[src/rtl/ddr_cmd_scheduler.sv]
//------------------------------------------------------------------------------
// Module   : ddr_cmd_scheduler
// Purpose  : DDR3 command scheduler with bank tracking, timing counters and
//            periodic refresh. Define DDR_SCHED_AUTO_PRE_EN for a closed-page policy.
// Revision : 1.0
//------------------------------------------------------------------------------
`default_nettype none

module ddr_cmd_scheduler #(
    parameter int ROW_W  = 14,
    parameter int BA_W   = 3,
    parameter int COL_W  = 10,
    parameter int T_INIT = 200,
    parameter int T_RCD  = 5,
    parameter int T_RP   = 5,
    parameter int T_RAS  = 15,
    parameter int T_CCD  = 4,
    parameter int T_RFC  = 64,
    parameter int T_REFI = 3120
) (
    input  logic             ck_t,
    input  logic             reset_n,
    input  logic             req_valid,
    output logic             req_ready,
    input  logic             req_write,
    input  logic [BA_W-1:0]  req_ba,
    input  logic [ROW_W-1:0] req_row,
    input  logic [COL_W-1:0] req_col,
    output logic             cke,
    output logic             cs_n,
    output logic             ras_n,
    output logic             cas_n,
    output logic             we_n,
    output logic [ROW_W-1:0] a,
    output logic [BA_W-1:0]  ba,
    output logic             odt,
    output logic             rd_issue,
    output logic             wr_issue,
    output logic             init_done
);

    localparam int NBANK = 2 ** BA_W;
    localparam int TW    = 16;

    // {cs_n, ras_n, cas_n, we_n}
    localparam logic [3:0] CMD_DES = 4'b1111;
    localparam logic [3:0] CMD_NOP = 4'b0111;
    localparam logic [3:0] CMD_ACT = 4'b0011;
    localparam logic [3:0] CMD_RD  = 4'b0101;
    localparam logic [3:0] CMD_WR  = 4'b0100;
    localparam logic [3:0] CMD_PRE = 4'b0010;
    localparam logic [3:0] CMD_REF = 4'b0001;

    typedef enum logic [3:0] {
        S_INIT, S_IDLE, S_PRE, S_WAIT_RP, S_ACT,
        S_WAIT_RCD, S_RW, S_PREA, S_REF, S_WAIT_RFC
    } state_t;

    state_t             state_q, state_d, st;
    logic [TW-1:0]      init_cnt_q, init_cnt_d;
    logic [TW-1:0]      refi_q, refi_d;
    logic               ref_pend_q, ref_pend_d;
    logic               ref_path_q, ref_path_d;
    logic [TW-1:0]      trcd_q, trcd_d, trp_q, trp_d, tras_q, tras_d;
    logic [TW-1:0]      tccd_q, tccd_d, trfc_q, trfc_d;
    logic [1:0]         odt_cnt_q, odt_cnt_d;
    logic [NBANK-1:0]   bank_open_q, bank_open_d;
    logic [ROW_W-1:0]   open_row_q [NBANK];
    logic [ROW_W-1:0]   open_row_d [NBANK];
    logic               lat_write_q, lat_write_d;
    logic [BA_W-1:0]    lat_ba_q, lat_ba_d;
    logic [ROW_W-1:0]   lat_row_q, lat_row_d;
    logic [COL_W-1:0]   lat_col_q, lat_col_d;
    logic [3:0]         cmd_q, cmd_d;
    logic [ROW_W-1:0]   a_q, a_d;
    logic [BA_W-1:0]    ba_q, ba_d;
    logic               cke_q, cke_d, odt_q, odt_d;
    logic               rd_issue_q, rd_issue_d, wr_issue_q, wr_issue_d;
    logic               init_done_q, init_done_d, req_ready_q, req_ready_d;

    logic               hs, cur_write;
    logic [BA_W-1:0]    cur_ba;
    logic [ROW_W-1:0]   cur_row;
    logic [COL_W-1:0]   cur_col;

    function automatic logic [TW-1:0] dec(input logic [TW-1:0] t);
        return (t == '0) ? t : t - TW'(1);
    endfunction

    // A timer loaded at command cycle C reads 1 in cycle C+T-1, so a command
    // decided then lands on the bus exactly T cycles after the earlier one.
    function automatic logic expired(input logic [TW-1:0] t);
        return t <= TW'(1);
    endfunction

    always_comb begin
        hs          = req_valid & req_ready_q;
        cur_write   = hs ? req_write : lat_write_q;
        cur_ba      = hs ? req_ba    : lat_ba_q;
        cur_row     = hs ? req_row   : lat_row_q;
        cur_col     = hs ? req_col   : lat_col_q;

        state_d     = state_q;
        init_cnt_d  = init_cnt_q;
        refi_d      = refi_q;
        ref_pend_d  = ref_pend_q;
        ref_path_d  = ref_path_q;
        trcd_d      = dec(trcd_q);
        trp_d       = dec(trp_q);
        tras_d      = dec(tras_q);
        tccd_d      = dec(tccd_q);
        trfc_d      = dec(trfc_q);
        bank_open_d = bank_open_q;
        open_row_d  = open_row_q;
        lat_write_d = cur_write;
        lat_ba_d    = cur_ba;
        lat_row_d   = cur_row;
        lat_col_d   = cur_col;
        cmd_d       = CMD_NOP;
        a_d         = '0;
        ba_d        = '0;
        cke_d       = cke_q;
        init_done_d = init_done_q;
        rd_issue_d  = 1'b0;
        wr_issue_d  = 1'b0;
        odt_d       = (odt_cnt_q != 2'd0);
        odt_cnt_d   = (odt_cnt_q != 2'd0) ? odt_cnt_q - 2'd1 : 2'd0;

        // Resolve waiting states that are ready this cycle so the command
        // goes out on the very next bus cycle.
        st = state_q;
        if (st == S_IDLE) begin
            if (ref_pend_q)
                st = (|bank_open_q) ? S_PREA : S_REF;
            else if (hs) begin
                if (!bank_open_q[req_ba])
                    st = S_ACT;
                else if (open_row_q[req_ba] == req_row)
                    st = S_RW;
                else
                    st = S_PRE;
            end
        end
        if (st == S_WAIT_RP && expired(trp_q))
            st = ref_path_q ? S_REF : S_ACT;
        if (st == S_WAIT_RCD && expired(trcd_q))
            st = S_RW;
        state_d = st;

        case (st)
            S_INIT: begin
                cmd_d = CMD_DES;
                if (init_cnt_q == TW'(T_INIT - 1)) begin
                    state_d     = S_IDLE;
                    cke_d       = 1'b1;
                    init_done_d = 1'b1;
                    cmd_d       = CMD_NOP;
                end else begin
                    init_cnt_d = init_cnt_q + TW'(1);
                end
            end
            S_PRE: begin
                if (expired(tras_q)) begin
                    cmd_d               = CMD_PRE;
                    ba_d                = cur_ba;
                    bank_open_d[cur_ba] = 1'b0;
                    trp_d               = TW'(T_RP);
                    state_d             = S_WAIT_RP;
                end
            end
            S_ACT: begin
                if (expired(trp_q)) begin
                    cmd_d               = CMD_ACT;
                    a_d                 = cur_row;
                    ba_d                = cur_ba;
                    bank_open_d[cur_ba] = 1'b1;
                    open_row_d[cur_ba]  = cur_row;
                    trcd_d              = TW'(T_RCD);
                    tras_d              = TW'(T_RAS);
                    state_d             = S_WAIT_RCD;
                end
            end
            S_RW: begin
                if (expired(tccd_q)) begin
                    cmd_d              = cur_write ? CMD_WR : CMD_RD;
                    a_d[COL_W-1:0]     = cur_col;
                    ba_d               = cur_ba;
`ifdef DDR_SCHED_AUTO_PRE_EN
                    a_d[10]             = 1'b1;
                    bank_open_d[cur_ba] = 1'b0;
                    trp_d               = TW'(T_RP + T_CCD);
`else
                    a_d[10]             = 1'b0;
`endif
                    tccd_d             = TW'(T_CCD);
                    rd_issue_d         = ~cur_write;
                    wr_issue_d         = cur_write;
                    if (cur_write) begin
                        odt_d     = 1'b1;
                        odt_cnt_d = 2'd3;
                    end
                    state_d            = S_IDLE;
                end
            end
            S_PREA: begin
                if (expired(tras_q)) begin
                    cmd_d       = CMD_PRE;
                    a_d[10]     = 1'b1;
                    bank_open_d = '0;
                    trp_d       = TW'(T_RP);
                    ref_path_d  = 1'b1;
                    state_d     = S_WAIT_RP;
                end
            end
            S_REF: begin
                if (expired(trp_q)) begin
                    cmd_d      = CMD_REF;
                    trfc_d     = TW'(T_RFC);
                    ref_pend_d = 1'b0;
                    ref_path_d = 1'b0;
                    state_d    = S_WAIT_RFC;
                end
            end
            S_WAIT_RFC: begin
                if (expired(trfc_q))
                    state_d = S_IDLE;
            end
            default: ;
        endcase

        // Evaluated after the REF clear so an expiry in the same cycle is kept.
        if (state_q != S_INIT) begin
            if (refi_q == '0) begin
                ref_pend_d = 1'b1;
                refi_d     = TW'(T_REFI);
            end else begin
                refi_d = refi_q - TW'(1);
            end
        end

        req_ready_d = (state_d == S_IDLE) && !ref_pend_d && !hs;
    end

    always_ff @(posedge ck_t or negedge reset_n) begin
        if (!reset_n) begin
            state_q     <= S_INIT;
            init_cnt_q  <= '0;
            refi_q      <= TW'(T_REFI);
            ref_pend_q  <= 1'b0;
            ref_path_q  <= 1'b0;
            trcd_q      <= '0;
            trp_q       <= '0;
            tras_q      <= '0;
            tccd_q      <= '0;
            trfc_q      <= '0;
            odt_cnt_q   <= '0;
            bank_open_q <= '0;
            open_row_q  <= '{default: '0};
            lat_write_q <= 1'b0;
            lat_ba_q    <= '0;
            lat_row_q   <= '0;
            lat_col_q   <= '0;
            cmd_q       <= CMD_DES;
            a_q         <= '0;
            ba_q        <= '0;
            cke_q       <= 1'b0;
            odt_q       <= 1'b0;
            rd_issue_q  <= 1'b0;
            wr_issue_q  <= 1'b0;
            init_done_q <= 1'b0;
            req_ready_q <= 1'b0;
        end else begin
            state_q     <= state_d;
            init_cnt_q  <= init_cnt_d;
            refi_q      <= refi_d;
            ref_pend_q  <= ref_pend_d;
            ref_path_q  <= ref_path_d;
            trcd_q      <= trcd_d;
            trp_q       <= trp_d;
            tras_q      <= tras_d;
            tccd_q      <= tccd_d;
            trfc_q      <= trfc_d;
            odt_cnt_q   <= odt_cnt_d;
            bank_open_q <= bank_open_d;
            open_row_q  <= open_row_d;
            lat_write_q <= lat_write_d;
            lat_ba_q    <= lat_ba_d;
            lat_row_q   <= lat_row_d;
            lat_col_q   <= lat_col_d;
            cmd_q       <= cmd_d;
            a_q         <= a_d;
            ba_q        <= ba_d;
            cke_q       <= cke_d;
            odt_q       <= odt_d;
            rd_issue_q  <= rd_issue_d;
            wr_issue_q  <= wr_issue_d;
            init_done_q <= init_done_d;
            req_ready_q <= req_ready_d;
        end
    end

    assign {cs_n, ras_n, cas_n, we_n} = cmd_q;
    assign a         = a_q;
    assign ba        = ba_q;
    assign cke       = cke_q;
    assign odt       = odt_q;
    assign rd_issue  = rd_issue_q;
    assign wr_issue  = wr_issue_q;
    assign init_done = init_done_q;
    assign req_ready = req_ready_q;

endmodule

`default_nettype wire

[config.mk]
export PLATFORM = sky130hd
export DESIGN_NAME = ddr_cmd_scheduler
export DESIGN_NICKNAME = d
export VERILOG_FILES = /design/src/rtl/ddr_cmd_scheduler.sv
export SDC_FILE = /design/constraint.sdc
export NUM_CORES = 1
export LEC_CHECK = 0
export ABC_AREA = 1
export CORE_MARGIN = 4
export CORE_UTILIZATION = 30
export DETAILED_ROUTE_END_ITERATION = 10
export GPL_TIMING_DRIVEN = 0
export PLACE_DENSITY = 0.46
export SYNTH_ARGS = -nofsm -noshare
export SYNTH_HDL_FRONTEND = slang
export SYNTH_SLANG_ARGS = --single-unit
[constraint.sdc]
create_clock -name ck_t -period 3.1 [get_ports ck_t]
set_input_delay 0.465 -clock ck_t [delete_from_list [all_inputs] [get_ports ck_t]]
set_output_delay 0.465 -clock ck_t [all_outputs]
set_load 0.05 [all_outputs]
# Word-level counts from Yosys, hierarchy flattened
# Cells that the tools add are included.
# classes
addsub,8
n_mul,0
div,0
order_cmp,11
n_eq_ne,16
shift,0
mux,85
bitwise_logic,8
n_reduce_logical,26
# op_table
cell,count
16-bit 2-to-1 mux,16
112-bit bitwise mux,1
16-bit logical NOT,6
"16-bit by 1-bit subtractor with 16-bit output, second input constant",6
"16-bit by 1-bit <= comparator with 1-bit output, second input constant",5
14-bit 2-to-1 mux,5
4-bit 2-to-1 mux,14
14-bit binary-select mux with 3-bit select,1
14-bit demux with 3-bit select,1
3-bit 2-to-1 mux,10
8-bit 2-to-1 mux,3
4-bit case mux with 6 select lines,1
8-bit case mux with 3 select lines,1
10-bit 2-to-1 mux,2
10-bit case mux with 2 select lines,1
4-bit case mux with 5 select lines,1
1-bit 2-to-1 mux,18
"16-bit by 1-bit adder with 16-bit output, second input constant",1
"16-bit by 8-bit == test with 1-bit output, second input constant",1
"4-bit by 3-bit == test with 1-bit output, second input constant",4
14-bit == test,1
2-bit 2-to-1 mux,5
3-bit case mux with 3 select lines,1
8-bit bitwise AND,1
29 further kinds,48
# word_totals
reg_bits,294
latchBits,0
ram_bits,0
mem_bits_ro,0
inputBits,31
output_inout_bits,27
word_cells,186
mem_count,0

# Longest topological paths before layout
# Gate-level depths: netlist (run 1).
# depth
depth_word,23
mapped_depth,29
depth_no_buf,28

# Least setup slack after synthesis (run 1)
# No wires, ideal clock.
# synth_path
path_type,register -> register
start,"reg req_ready_q, in the netlist req_ready"
end,reg open_row_q[75] (netlist bit)
setup_ps,128
t_arrival_ps,2704
required_ps,2972
setup_slack_ps,269
stages_incl_launch_ff,18
n_path_buf,0
synth_period_minus_slack_ps,2831
path_cell_list,dfrtp_1 > nand2_1 > inv_1 > nand3_1 > o21ai_1 > o21ai_1 > nand2_1 > inv_2 > nor2_4 > nand3_2 > nand2_1 > inv_2 > nor2_2 > nand2_4 > nor2_8 > inv_4 > nor2_8 > mux2_1
# synth_between
elab_chain_len,12
word_cells_on_any_way,21
classes_between,2 x order compare; 3 x eq/ne; 10 x mux; 2 x bitwise; 4 x reduce/logical
# synth_lines
item,line_no,text
from (decl),79,"logic init_done_q, init_done_d, req_ready_q, req_ready_d;"
from (signal assigned),298,req_ready_q <= req_ready_d;
1-bit bitwise AND *,97,hs = req_valid & req_ready_q;
4-bit 2-to-1 mux,135,else if (hs) begin
4-bit 2-to-1 mux,133,if (ref_pend_q)
4-bit 2-to-1 mux,132,if (st == S_IDLE) begin
4-bit by 2-bit == test with 1-bit output,144,if (st == S_WAIT_RP && expired(trp_q))
1-bit logical AND,144,
4-bit 2-to-1 mux,144,
4-bit by 3-bit == test with 1-bit output,146,if (st == S_WAIT_RCD && expired(trcd_q))
1-bit logical AND,146,
4-bit 2-to-1 mux,146,
4-bit by 3-bit == test with 1-bit output,150,case (st)
2-bit AND reduction (no line),--,
to (signal assigned),285,open_row_q <= open_row_d;
to (decl),68,logic [ROW_W-1:0] open_row_q [NBANK];
# Every way passes the cells marked *; elsewhere a longest branch is shown, timed or not.
# A chain may end at the register's enable or synchronous reset.

# Worst setup path after layout (run 1)
# layout_path
start,in req_ba[0]
end,reg open_row_q[52] (netlist bit)
# layout_between
elab_chain_len,18
word_cells_on_any_way,28
classes_between,2 x order compare; 4 x eq/ne; 16 x mux; 2 x bitwise; 4 x reduce/logical
# layout_lines
item,line_no,text
from (decl),26,"input logic [BA_W-1:0] req_ba,"
3-bit NOT with 4-bit output (implied by the code),138,else if (open_row_q[req_ba] == req_row)
14-bit binary-select mux with 3-bit select,138,
14-bit 2-to-1 mux (implied by the code) (2 in series),138,
14-bit == test,138,
3-bit 2-to-1 mux,138,
3-bit 2-to-1 mux,136,if (!bank_open_q[req_ba])
4-bit 2-to-1 mux,135,
4-bit 2-to-1 mux,133,
4-bit 2-to-1 mux,132,
4-bit by 2-bit == test with 1-bit output,144,
1-bit logical AND,144,
4-bit 2-to-1 mux,144,
4-bit by 3-bit == test with 1-bit output,146,
1-bit logical AND,146,
4-bit 2-to-1 mux,146,
4-bit by 3-bit == test with 1-bit output,150,
2-bit AND reduction (no line),--,
# Several ways; a longest one is shown, not always the timed one. The select of a mux whose other input is x is not followed.

==> metrics.txt, run 1 <==
run status completed; P_int 7.13 mW; top layer reached by signal wires met4; # diodes 0; initial antenna violation count 0; final worst path period share 94.4%; Peak VDD IR 0.000273 V; FF-to-FF End open_row_q[52]; setup slack after layout 0.173 ns; area delta synth->final 27.2%; WS Path Type primary input to flop; worst reg2reg path depth 18; Period minus WS final 2.93 ns; Vias 12,200; met3 WL 1330 µm; # rows 80; Core Region 0.0478 mm²; HP Class flop to flop; root buffer cell clkbuf_16; share of cells above drive strength 1 14.1%; clock sink count 294; Mapped Avg Cell Area 7.96 µm²; wire per inst 16.0 µm; full die area 0.0521 mm²; first-pass GRT wire length 66,600 µm; worst setup path endpoint open_row_q[52]; Tightest Pin Transition 1.06 ns; die span in x 228 µm; Final setup viols 0; post-synthesis cell type count 46; Fill cells 4,986; leak pwr 8.59 nW; die height 228 µm; vias in the first global route 12,100; CP required 3.56 ns; dpl ws -1.60 ns; Clock H-tree levels 2; arrival time at the worst endpoint 3.39 ns; RR Startpoint trp_q[2]; Initial DRC Count 794; clk buf depth 3; pins over their slew limit 0; Final Wtd Congestion 0.806; Final #Nets 2,013; Final Core Density 38.7%; CP Capture Type flop; Clock transition at path regs 0.06 ns; Net Sw Power 1.98 mW; Final Hold Vio Count 0; number of remaining DRC errors 0; global route overflow 0; FMAX 342 MHz; Num CTS Buffers 36; Worst-Skew Late Latency 0.55 ns; Seq pwr share 42.2%; number of flops mapped to enable cells by yosys 0; multi-input logic area 0.00629 mm²; yosys warns 0; IO Port Bufs 56; Post-Route WL 41,800 µm; net count after synthesis 1,870; Final Skew 0.0324 ns; largest net degree at the start of global routing 114; Slowest-stage cell, CP o211ai_1; Worst Setup SP req_ba[0]; FFs w/ async S/R, synth 100%; setup TNS 0 ns; pwr dens 492 mW/mm²; via/cell ratio 4.65; Sequential Area 0.00737 mm²; routed length on met1 19,300 µm; clock share of power 53.7%; Top Ports 58; Routed Antenna Nets 0; Seq/Total Area, Yosys 50.7%; Crit Path Max Fanout 10; initial core utilization 30.4%; Synth Register Bits 294; post-synthesis instance total 1,826; combinational share of power 4.1%; met2 wire length 20,300 µm; normalized max-slew margin 28.7%; reg2reg setup slack 0.21 ns; clock tree from TritonCTS done; CP dominant cell by count nand2_1; Net Sw Frac 21.7%; maxcap violations 0; First-pass DRT Iterations 5; gr usage total 15.9%; mapped cell area 0.0145 mm²; Crit path largest cell delay 0.26 ns; DP Wirelength 28,800 µm; Synth Flop Type dfrtp_1; startpoint types primary input
-- cell usage in the layout, fill, tap and decap left out, drive strengths merged, types with 53 or more instances in the layout --
master,n
a21oi,56
o21ai,164
inv,267
nor2,226
clkdlybuf4s50,53
buf,86
nand2,445
nand3,128
dfrtp,286
clkbuf,68
-- metal layers --
metal  up-vias  track usage, %
li1       6080               -
met1      5854            21.2
met2       160            27.0
met3        58            2.64
met4         0            3.92
met5         -               0
-- logic make-up (layout without fill, tap and decap cells) --
logic type      count (synthesis)  count (layout)  synth area share (%)
compound gates                259             259                  9.75
xor+xnor                       58              58                  3.49
fa+ha+maj                      13              13                  1.12
buf+inv                       322             492                  9.00
flops                         294             294                  50.7
mux                             3               3                 0.232
simple gates                  877             878                  25.8
-- synthesized netlist by cell type, types with 4 or more instances --
cell type  count  share of area [%]
nor4_1        13               0.56
nor2_8         4               0.55
buf_2         17               0.59
nand2_2        7               0.30
inv_1        253                6.5
o211ai_1       7               0.36
nand4_1       21               0.90
nand2_1      435                 11
inv_2         13               0.34
buf_1          6               0.15
o21a_1        13               0.67
o21ai_1       52                1.8
xnor2_1       19                1.1
a211oi_1       6               0.31
clkbuf_1      14               0.36
o2111ai_1      4               0.24
o21ai_0      112                3.9
nor2_1       218                5.6
dfrtp_1      286                 49
a21oi_1       52                1.8
dfstp_2        8                1.4
buf_4         14               0.72
nor3_1        32                1.1
xor2_1        39                2.3
a21oi_2        4               0.24
ha_1          13                1.1
or2_2          8               0.34
nand3_1      126                4.3
-- what timing repair did --
item                                   CTS  global route
cloned                                   1             6
hold buffers                             1             0
setup endpoints to repair              227           210
pin swaps                                8            26
endpoints found under the hold margin   79             0
gates resized for setup                 82           129
setup buffers                           14            26
-- power by group through the flow --
stage	clock network [mW]	registers (mW)	logic, mW
after detailed placement	0	3.91	0.332
final	4.89	3.84	0.374
after global routing	5.19	3.84	0.414
after CTS	5.03	3.84	0.349
after global placement	0	3.91	0.322
after floorplan	0	3.91	0.127
-- area by class of cell --
| class | instances | share of cell area (%) |
|---|---|---|
| sequential | 294 | 39.8 |
| timing repair buffer | 105 | 5.99 |
| tap | 615 | 4.16 |
| multi-input combinational | 1211 | 34.0 |
| buffer | 54 | 3.07 |
| clock buffer | 49 | 5.74 |
| clock inverter | 17 | 1.76 |
| inverter | 267 | 5.48 |
-- how the worst min path moves through the flow --
| stage | cells past startpoint | start | endpoint | slack [ns] |
|---|---|---|---|---|
| after floorplan | 0 | reset_n | a[0] | 0.17 |
| after global placement | 1 | refi_q[15] | refi_q[15] | 0.45 |
| after detailed placement | 1 | refi_q[15] | refi_q[15] | 0.46 |
| after CTS | 3 | req_col[6] | lat_col_q[6] | 0.46 |
| after global routing | 2 | lat_col_q[2] | lat_col_q[2] | 0.49 |
| final | 1 | refi_q[15] | refi_q[15] | 0.46 |
-- worst max-delay path: cells and delay by family --
family	cells	cell delay, ns
buf+inv	8	1.00
compound gates	2	0.42
simple gates	15	1.48
-- state kept, by name, summed over array words and instances (netlist names), 2 cells and up --
name / cells
open_row_q: 112
init_cnt_q: 16
refi_q: 16
tccd_q: 16
tras_q: 16
trcd_q: 16
trfc_q: 16
trp_q: 16
a: 14
lat_row_q: 14
lat_col_q: 10
bank_open_q: 8
cmd_q: 4
state_q: 4
ba: 3
lat_ba_q: 3
odt_cnt_q: 2
-- metrics by stage --
stage / power [mW] / cell area [µm²] / instances / hold slack, ns
after detailed placement: 4.24 / 15900 / 2499 / 0.458
after global routing: 9.44 / 18500 / 2612 / 0.486
final: 9.11 / 18500 / 2612 / 0.463
after global placement: 4.24 / 15900 / 2497 / 0.455
after CTS: 9.22 / 17800 / 2581 / 0.461
after floorplan: 4.04 / 14500 / 1826 / 0.169
(Power assumes the default switching activity.)
==> run 2, diff against run 1 <==
CELL_PAD_IN_SITES_DETAIL_PLACEMENT = 1   (was default)
CELL_PAD_IN_SITES_GLOBAL_PLACEMENT = 1   (was default)
CORE_UTILIZATION = 25   (was 30)
PLACE_DENSITY = 0.5   (was 0.46)
==> run 2 against run 1 <==
Against the previous run:
- total power fell by 4.0%
- final cell count is 6.0% higher
- first-iteration DRC count decreased by 28%
- flip-flop and latch count did not move
- sequential share of layout area shrank 0.33 points
- sequential power hardly changed
- clock power is 7.8% lower
- largest cell class unchanged
- clock skew barely moved
- die area increased by 19%
- largest power group unchanged
==> metrics.txt, run 2 (same netlist as run 1, synthesis figures left out) <==
Top Ports 58; placed cell areas 0.0161 mm²; Tightest Pin Transition 1.04 ns; number of remaining DRC errors 0; Post-Route WL 48,000 µm; FMAX 337 MHz; largest net degree at the start of global routing 111; Clock transition at path regs 0.06 ns; Crit Path Max Fanout 10; leak pwr 8.56 nW; die height 249 µm; DP Wirelength 33,600 µm; WS Path Type primary input to flop; clk buf depth 3; Vias 12,500; setup slack after layout 0.133 ns; Final Hold Vio Count 0; share of cells above drive strength 1 15.3%; Core Region 0.0577 mm²; most frequent cells in the layout nand2_1, dfrtp_1, inv_1; dpl cells 2,649; startpoint types primary input; final non-filler cell total 2,769; Peak VDD IR 0.000292 V; maxcap violations 0; Num CTS Buffers 37; clock sink count 294; CP required 3.52 ns; pwr dens 468 mW/mm²; global route overflow 0; full die area 0.0621 mm²; final worst path period share 95.7%; Final Skew 0.0321 ns; run status completed; final instance area 0.0187 mm²; pins over their slew limit 0; setup TNS 0 ns; IO Port Bufs 56; commonest non-fill, non-tap cell in the layout nand2_1; critical path cell sequence clkbuf_4 -> inv_4 -> buf_4 -> nand3_2 -> nand3_2 -> nand2_2 -> nor2_2 -> nand2_1 -> nor2_1 -> nand2_2 -> nand2_2 -> nand2_4 -> nand3_4 -> nand2_2 -> nand2_4 -> nand2_2 -> inv_2 -> nand2_4 -> nor2_8 -> inv_6 -> nor2_8 -> mux2_1; gr usage total 15.2%; hold slack 0.471 ns; normalized max-slew margin 29.8%; HP Class flop to flop; vias in the first global route 13,100; root buffer cell clkbuf_16; Period minus WS final 2.97 ns; CP dominant cell by count nand2_2; max reg flops 112; via/cell ratio 4.50; # rows 88; unrepaired setup endpoints after global routing yes; First-pass DRT Iterations 5; most flop-heavy register open_row_q; die span in x 249 µm; Crit path largest cell delay 0.34 ns; wire per inst 17.3 µm; clock tree from TritonCTS done; Worst-Skew Late Latency 0.56 ns; Initial DRC Count 574; # diodes 0; area delta synth->final 28.3%; Slowest-stage cell, CP mux2_1; Routed Antenna Nets 0; initial antenna violation count 1; Final setup viols 0; Clock H-tree levels 2; Final Wtd Congestion 0.793; Final #Nets 2,023; arrival time at the worst endpoint 3.38 ns; family with the most delay on the worst path simple AND/OR/NAND/NOR gates; initial core utilization 25.2%; CP Capture Type flop; dpl ws -1.92 ns; first-pass GRT wire length 75,100 µm; WP buf/inv 5
[run 2: changes by cell type in the layout (fill, tap and decap cells not counted), sizes merged]
| cell | before | now |
|---|---|---|
| clkbuf | 68 | 76 |
| bufinv | 9 | 2 |
| buf | 86 | 95 |
| a21oi | 56 | 57 |
| nand2 | 445 | 444 |
| inv | 267 | 268 |
| clkinv | 8 | 4 |
[run 2: what timing repair did]
action	CTS	global route
pin swaps	21	34
resized for setup	133	97
gates cloned	4	3
endpoints found under the hold margin	11	0
hold buffers	1	0
endpoints found under the setup margin	229	205
setup buffers	31	17
[run 2: power by group]
part | total (mW) | switching [mW] | internal [mW]
clock network | 4.51 | 1.75 | 2.76
logic | 0.394 | 0.260 | 0.134
registers | 3.84 | 0 | 3.84
[run 2: final cells by class]
class                           instances  area, µm²
Buffer                                 55        612
Multi-Input combinational cell       1211       6330
Clock inverter                          7       88.8
Fill cell                            6805      39000
Timing Repair Buffer                  113       1110
Sequential cell                       294       7370
Tap cell                              765        957
Inverter                              267       1020
Clock buffer                           57       1170
[run 2: per-layer routing]
metal	share of wire [%]	global-route usage, %	vias to the layer above
met5	0.042	0	-
met3	2.6	2.28	72
met2	48	25.7	124
li1	-	-	6093
met4	2.7	4.83	2
met1	47	20.0	6169
[run 2: final timing paths]
kind,from,endpoint,slack [ns],cells past startpoint
setup / recovery,req_ba[2],open_row_q[75],0.13,22
hold / removal,refi_q[15],refi_q[15],0.47,1
setup reg to reg,open_row_q[6],open_row_q[75],0.14,22
hold reg to reg,refi_q[15],refi_q[15],0.47,1
max in group asynchronous,reset_n,trfc_q[14],1.48,3
min in group asynchronous,reset_n,lat_col_q[3],0.53,2
[run 2: stage by stage]
step	power (mW)	utilization [%]
floorplan	4.04	-
global placement	4.25	27.8
detailed placement	4.26	27.9
CTS	8.88	31.5
global route	9.11	32.3
finish	8.74	32.3
